## src/rtl/mult_pkg.sv

```systemverilog
// Shared types and helpers for the sequential shift-add multiplier.
package mult_pkg;
    typedef enum logic [1:0] {IDLE, CALC, FIN, DONE} state_t;

    localparam int FMT_SIGNMAG = 0;
    localparam int FMT_TWOS    = 1;

    // Iteration counter width: ceil(log2(w)), never narrower than one bit.
    function automatic int cnt_width(input int w);
        return (w <= 2) ? 1 : $clog2(w);
    endfunction
endpackage

```

## src/rtl/mag_extract.sv

```systemverilog
// Splits an operand into its sign and unsigned WIDTH-bit magnitude.
module mag_extract
    import mult_pkg::*;
#(
    parameter int WIDTH  = 8,
    parameter int IN_FMT = FMT_SIGNMAG
) (
    input  logic [WIDTH-1:0] x,
    output logic             neg,
    output logic [WIDTH-1:0] mag
);
    assign neg = x[WIDTH-1];

    generate
        if (IN_FMT == FMT_TWOS) begin : g_twos
            // The most negative value maps to 2^(WIDTH-1), still representable unsigned.
            assign mag = neg ? -x : x;
        end else begin : g_signmag
            assign mag = {1'b0, x[WIDTH-2:0]};
        end
    endgenerate
endmodule

```

## src/rtl/seq_multiplier.sv

```systemverilog
// Multi-cycle shift-add multiplier with valid/ready handshakes on both sides.
module seq_multiplier
    import mult_pkg::*;
#(
    parameter int WIDTH      = 8,
    parameter int IN_FMT     = FMT_SIGNMAG,
    parameter int EARLY_TERM = 0
) (
    input  logic               clkin,
    input  logic               rst_n,
    input  logic               in_valid,
    output logic               in_ready,
    input  logic [WIDTH-1:0]   a_in,
    input  logic [WIDTH-1:0]   b_in,
    output logic               out_valid,
    input  logic               out_ready,
    output logic [2*WIDTH-1:0] product,
    output logic               sign
);
    localparam int CW = cnt_width(WIDTH);
    localparam int PW = 2 * WIDTH;

    state_t            state, state_nxt;
    logic [PW-1:0]     ma, acc, acc_nxt;
    logic [WIDTH-1:0]  mb, mb_sh;
    logic [CW-1:0]     cnt;
    logic              sgn, last;
    logic              neg_a, neg_b;
    logic [WIDTH-1:0]  mag_a, mag_b;

    mag_extract #(.WIDTH(WIDTH), .IN_FMT(IN_FMT)) u_mag_a (.x(a_in), .neg(neg_a), .mag(mag_a));
    mag_extract #(.WIDTH(WIDTH), .IN_FMT(IN_FMT)) u_mag_b (.x(b_in), .neg(neg_b), .mag(mag_b));

    assign in_ready  = (state == IDLE);
    assign out_valid = (state == DONE);

    always_comb begin
        acc_nxt = mb[0] ? acc + ma : acc;
        mb_sh   = mb >> 1;
        last    = (cnt == CW'(WIDTH - 1)) || ((EARLY_TERM != 0) && (mb_sh == '0));
    end

    always_comb begin
        state_nxt = state;
        case (state)
            IDLE: if (in_valid)  state_nxt = CALC;
            CALC: if (last)      state_nxt = FIN;
            FIN:                 state_nxt = DONE;
            DONE: if (out_ready) state_nxt = IDLE;
            default:             state_nxt = IDLE;
        endcase
    end

    always_ff @(posedge clkin or negedge rst_n) begin
        if (!rst_n) state <= IDLE;
        else        state <= state_nxt;
    end

    always_ff @(posedge clkin or negedge rst_n) begin
        if (!rst_n) begin
            ma      <= '0;
            mb      <= '0;
            acc     <= '0;
            cnt     <= '0;
            sgn     <= 1'b0;
            product <= '0;
            sign    <= 1'b0;
        end else begin
            case (state)
                IDLE: if (in_valid) begin
                    ma  <= {{WIDTH{1'b0}}, mag_a};
                    mb  <= mag_b;
                    sgn <= neg_a ^ neg_b;
                    acc <= '0;
                    cnt <= '0;
                end
                CALC: begin
                    acc <= acc_nxt;
                    ma  <= ma << 1;
                    mb  <= mb_sh;
                    cnt <= cnt + CW'(1);
                end
                FIN: begin
                    // A zero magnitude never carries a sign (kills sign-magnitude -0).
                    if (acc == '0) begin
                        product <= '0;
                        sign    <= 1'b0;
                    end else begin
                        product <= sgn ? -acc : acc;
                        sign    <= sgn;
                    end
                end
                default: ;
            endcase
        end
    end
endmodule

```

## config.mk

```make
export PLATFORM = sky130hd
export DESIGN_NAME = seq_multiplier
export DESIGN_NICKNAME = d
export VERILOG_FILES = /design/src/rtl/mult_pkg.sv /design/src/rtl/mag_extract.sv /design/src/rtl/seq_multiplier.sv
export SDC_FILE = /design/constraint.sdc
export NUM_CORES = 1
export LEC_CHECK = 0
export ABC_AREA = 1
export CORE_UTILIZATION = 45
export DETAILED_ROUTE_END_ITERATION = 8
export DONT_BUFFER_PORTS = 1
export PLACE_DENSITY = 0.72
export REMOVE_ABC_BUFFERS = 1
export SLEW_MARGIN = 20
export SYNTH_ARGS = -nofsm -noshare
export SYNTH_HDL_FRONTEND = slang
export SYNTH_SLANG_ARGS = --single-unit
```

## constraint.sdc

```tcl
create_clock -name clkin -period 4.5 [get_ports clkin]
set_input_delay 0.9 -clock clkin [delete_from_list [all_inputs] [get_ports clkin]]
set_output_delay 0.9 -clock clkin [all_outputs]
set_load 0.02 [all_outputs]
```

==> results by group <==
Pwr
  – PD cells: 721 nW/µm²
  – P_leak: between 2 and 2.5 nW
  – Worst VDD drop: roughly 250 µV

Critical path
  – Worst path top cell family by delay: compound AO/OA/AOI/OAI gates
  – Crit. End Element: flop
  – Buf+Inv Stages, Crit Path: 5
  – Crit start category: flop
  – Maximum fanout along the worst path: 36
  – Most frequent CP cell: inv_2
  – WP depth: 9
  – Worst stage delay on the critical path: 640 ps
  – Crit-path cells: inv_1 -> ha_1 -> buf_4 -> inv_2 -> o21ai_4 -> inv_2 -> a21oi_4 -> inv_2 -> o31ai_1
  – CP Class: reg2reg
  – Slowest CP cell: o21ai_4
  – Worst r2r path cells: 9
  – CP required: ~4800 ps
  – Worst Path Arrival: between 2000 and 3000 ps

CTS
  – CTS H-tree lvls: 3
  – CTS clk-pin slew, worst paths: 70 ps
  – Post-CTS Setup Inserts: 0
  – CTS tree: built
  – Skew-Pair Late Insertion Delay: 340 ps
  – CTS Buf Count: 9
  – Cts hold-fix bufs: 0
  – Clock Path Buffers: 2
  – Post-CTS sizing: 0
  – CTS Sinks: slightly above 60
  – CTS Root Cell: clkbuf_8

Final layout
  – ANT cells: 0
  – Filler cells: approximately 800
  – Fin util: 0.499
  – Share of cells above drive strength 1: 0.0428
  – Final std cells w/o fill: about 640
  – Final #Nets: 575
  – Multi-input gate area: 1920 µm²
  – Area added between synthesis and finish: 7.58%
  – Register area: between 1500 and 2000 µm²
  – Cell area after layout: approximately 4100 µm²

GRT
  – M1 GR Usage: 0.260
  – GRT Residual Overflow: 0
  – Met3 usage: 0.0437
  – Largest net degree at the start of global routing: 63
  – Total GRT Usage: 0.199
  – Layer with the highest usage: met2
  – First-pass GRT wire length: 13500 µm
  – Grt met2 use: 0.322
  – Initial antenna violation count: 0
  – Number of global-route vias before repair: approximately 2900

Synth
  – Top post-synthesis cells by area: dfrtp_1, nand2_1, inv_1, ha_1, nand3_1
  – Post-synth ARST share: 1.00
  – Synth Register Bits: slightly above 60
  – Post-synth cell types: 28
  – Post-synthesis mux area share: 0
  – Simple-gate share of the synthesized area: 0.299
  – Cells after Synth: around 530
  – Sequential element share of the synthesized area: 0.407
  – Yosys top cell by area: dfrtp_1
  – Largest family of logic cells by synthesized area: simple AND/OR/NAND/NOR gates
  – Synth Area in Compound Gates: 0.105
  – Post-Synth Adder-Cell Area: 0.0775
  – Post-synthesis xor/xnor area fraction: 0.0207
  – Share of the synthesized area in the top cell type: 0.407
  – Syn. warnings: 0
  – Syn avg cell area: a little over 7 µm²
  – Cell Area, Synth: 3810 µm²
  – Number of synthesized flops with an enable pin: 0
  – Synth Flop Type: dfrtp_1

STA
  – Relative slew slack: 0.370
  – Fin. max-slew vios: 0
  – Post-layout min period: roughly 2700 ps
  – Clock Skews: 10.2 ps
  – Least-Margin Pin Slew: 941 ps
  – Setup TNS: 0 ps
  – Setup violators final: 0
  – RSZ-0062 raised after global routing: false
  – Final hold slack: about 260 ps
  – FMAX: 0.377 GHz
  – Crit share post-route: 0.589
  – Fin. Hold Viols: 0

Floorplanning
  – Die height: around 94 µm
  – Die Wd: ~94 µm
  – # rows: 33
  – Floorplan Core Area: between 8000 and 9000 µm²
  – Initial core utilization: 0.464
  – Die area: 8840 µm²
  – Top-level I/O count: 39

Detailed routing
  – Final WL: slightly above 8000 µm
  – DR pass1 iterations: 6
  – 1st-iter DRT viols: 261
  – Post-route antenna net violation count: 0
  – Residual DRC: 0
  – Via count: between 3000 and 4000
  – Per-cell routed wire length: 12.8 µm
  – Vias per inst: 5.15

Placed design
  – IO Port Bufs: 0
  – HPWL Detailed: ~6200 µm
  – Routability cong.: ~0.87
  – Placed Area: around 3900 µm²
  – Dpl cells: 626

Min path
  – Hold WC Path Type: in2async

Outcome
  – Run status: finished, final reports clean

Job
  – Maxcap violations: 0
-- per-layer routing --
| metal | routed length, µm | vias to the layer above |
|---|---|---|
| li1 | - | 1701 |
| met1 | 3790 | 1516 |
| met2 | 3910 | 76 |
| met3 | 380 | 11 |
| met4 | 125 | 0 |
| met5 | 0 | - |
-- flip-flops by register name, summed over array words and instances, names as in the netlist --
signal and cells:
acc 16, ma 16, product 16, mb 7
cnt 3, state 2, sgn 1, sign 1
-- kinds of logic (layout without fill, tap and decap cells) --
logic type                 Yosys count  after routing
xor gates and xnor gates             9              9
DFF                                 62             62
and+or+nand+nor                    281            281
AOI/OAI and AO/OA                   67             67
adders and majority gates           23             23
buffers and inverters               91             95
-- metrics by stage --
step,total power [mW],setup WS (ps)
after global routing,3.24,1540
after floorplan,2.11,1970
final,2.95,1850
after CTS,2.97,1850
after detailed placement,2.46,1850
after global placement,2.40,1970
-- worst paths after layout --
| check | start | endpoint | slack [ps] |
|---|---|---|---|
| setup reg to reg | state[1] | acc[1] | 1850 |
| setup / recovery | state[1] | acc[1] | 1850 |
| min in group clkin | cnt[1] | cnt[1] | 490 |
| max in group asynchronous | rst_n | acc[12] | 4120 |
| hold reg to reg | cnt[1] | cnt[1] | 490 |
| hold / removal | rst_n | mb[5] | 260 |
-- cells in the mapped netlist, types with 3 or more instances --
master / number
clkbuf_1: 12
ha_1: 22
inv_2: 3
nand3_1: 43
nand2_1: 192
a21oi_1: 9
a31oi_1: 6
inv_1: 74
o211ai_1: 7
dfrtp_1: 62
nor2_1: 33
nand3b_1: 4
o22ai_1: 11
nor3_1: 4
xor2_1: 8
o21ai_0: 28
-- report_power, final --
| part | switching [mW] | total (mW) | internal [mW] |
|---|---|---|---|
| combinational | 0.939 | 1.43 | 0.490 |
| clock | 0.221 | 0.492 | 0.271 |
| sequential | 0.254 | 1.03 | 0.780 |
| total | 1.41 | 2.95 | 1.54 |
-- final cells by class --
| class | count | area share |
|---|---|---|
| sequential | 62 | 0.378 |
| timing repair buffer | 1 | 0.00183 |
| clock buffer | 11 | 0.0345 |
| clock inverter | 5 | 0.0143 |
| inverter | 78 | 0.0714 |
| tap | 105 | 0.0320 |
| multi-input combinational | 380 | 0.468 |
-- placed cells by master (no fill, tap or decap), drive strengths merged, types with 3 or more instances in the layout --
master and count:
nand2 192, inv 77, dfrtp 62, nand3 43, nor2 33, o21ai 31
ha 22, o22ai 11, clkbuf 11, a21oi 10, xor2 8, o211ai 7
a31oi 6, nor3 4, nand3b 4, clkinv 3
No activity file was read; power rests on OpenSTA's default activity.
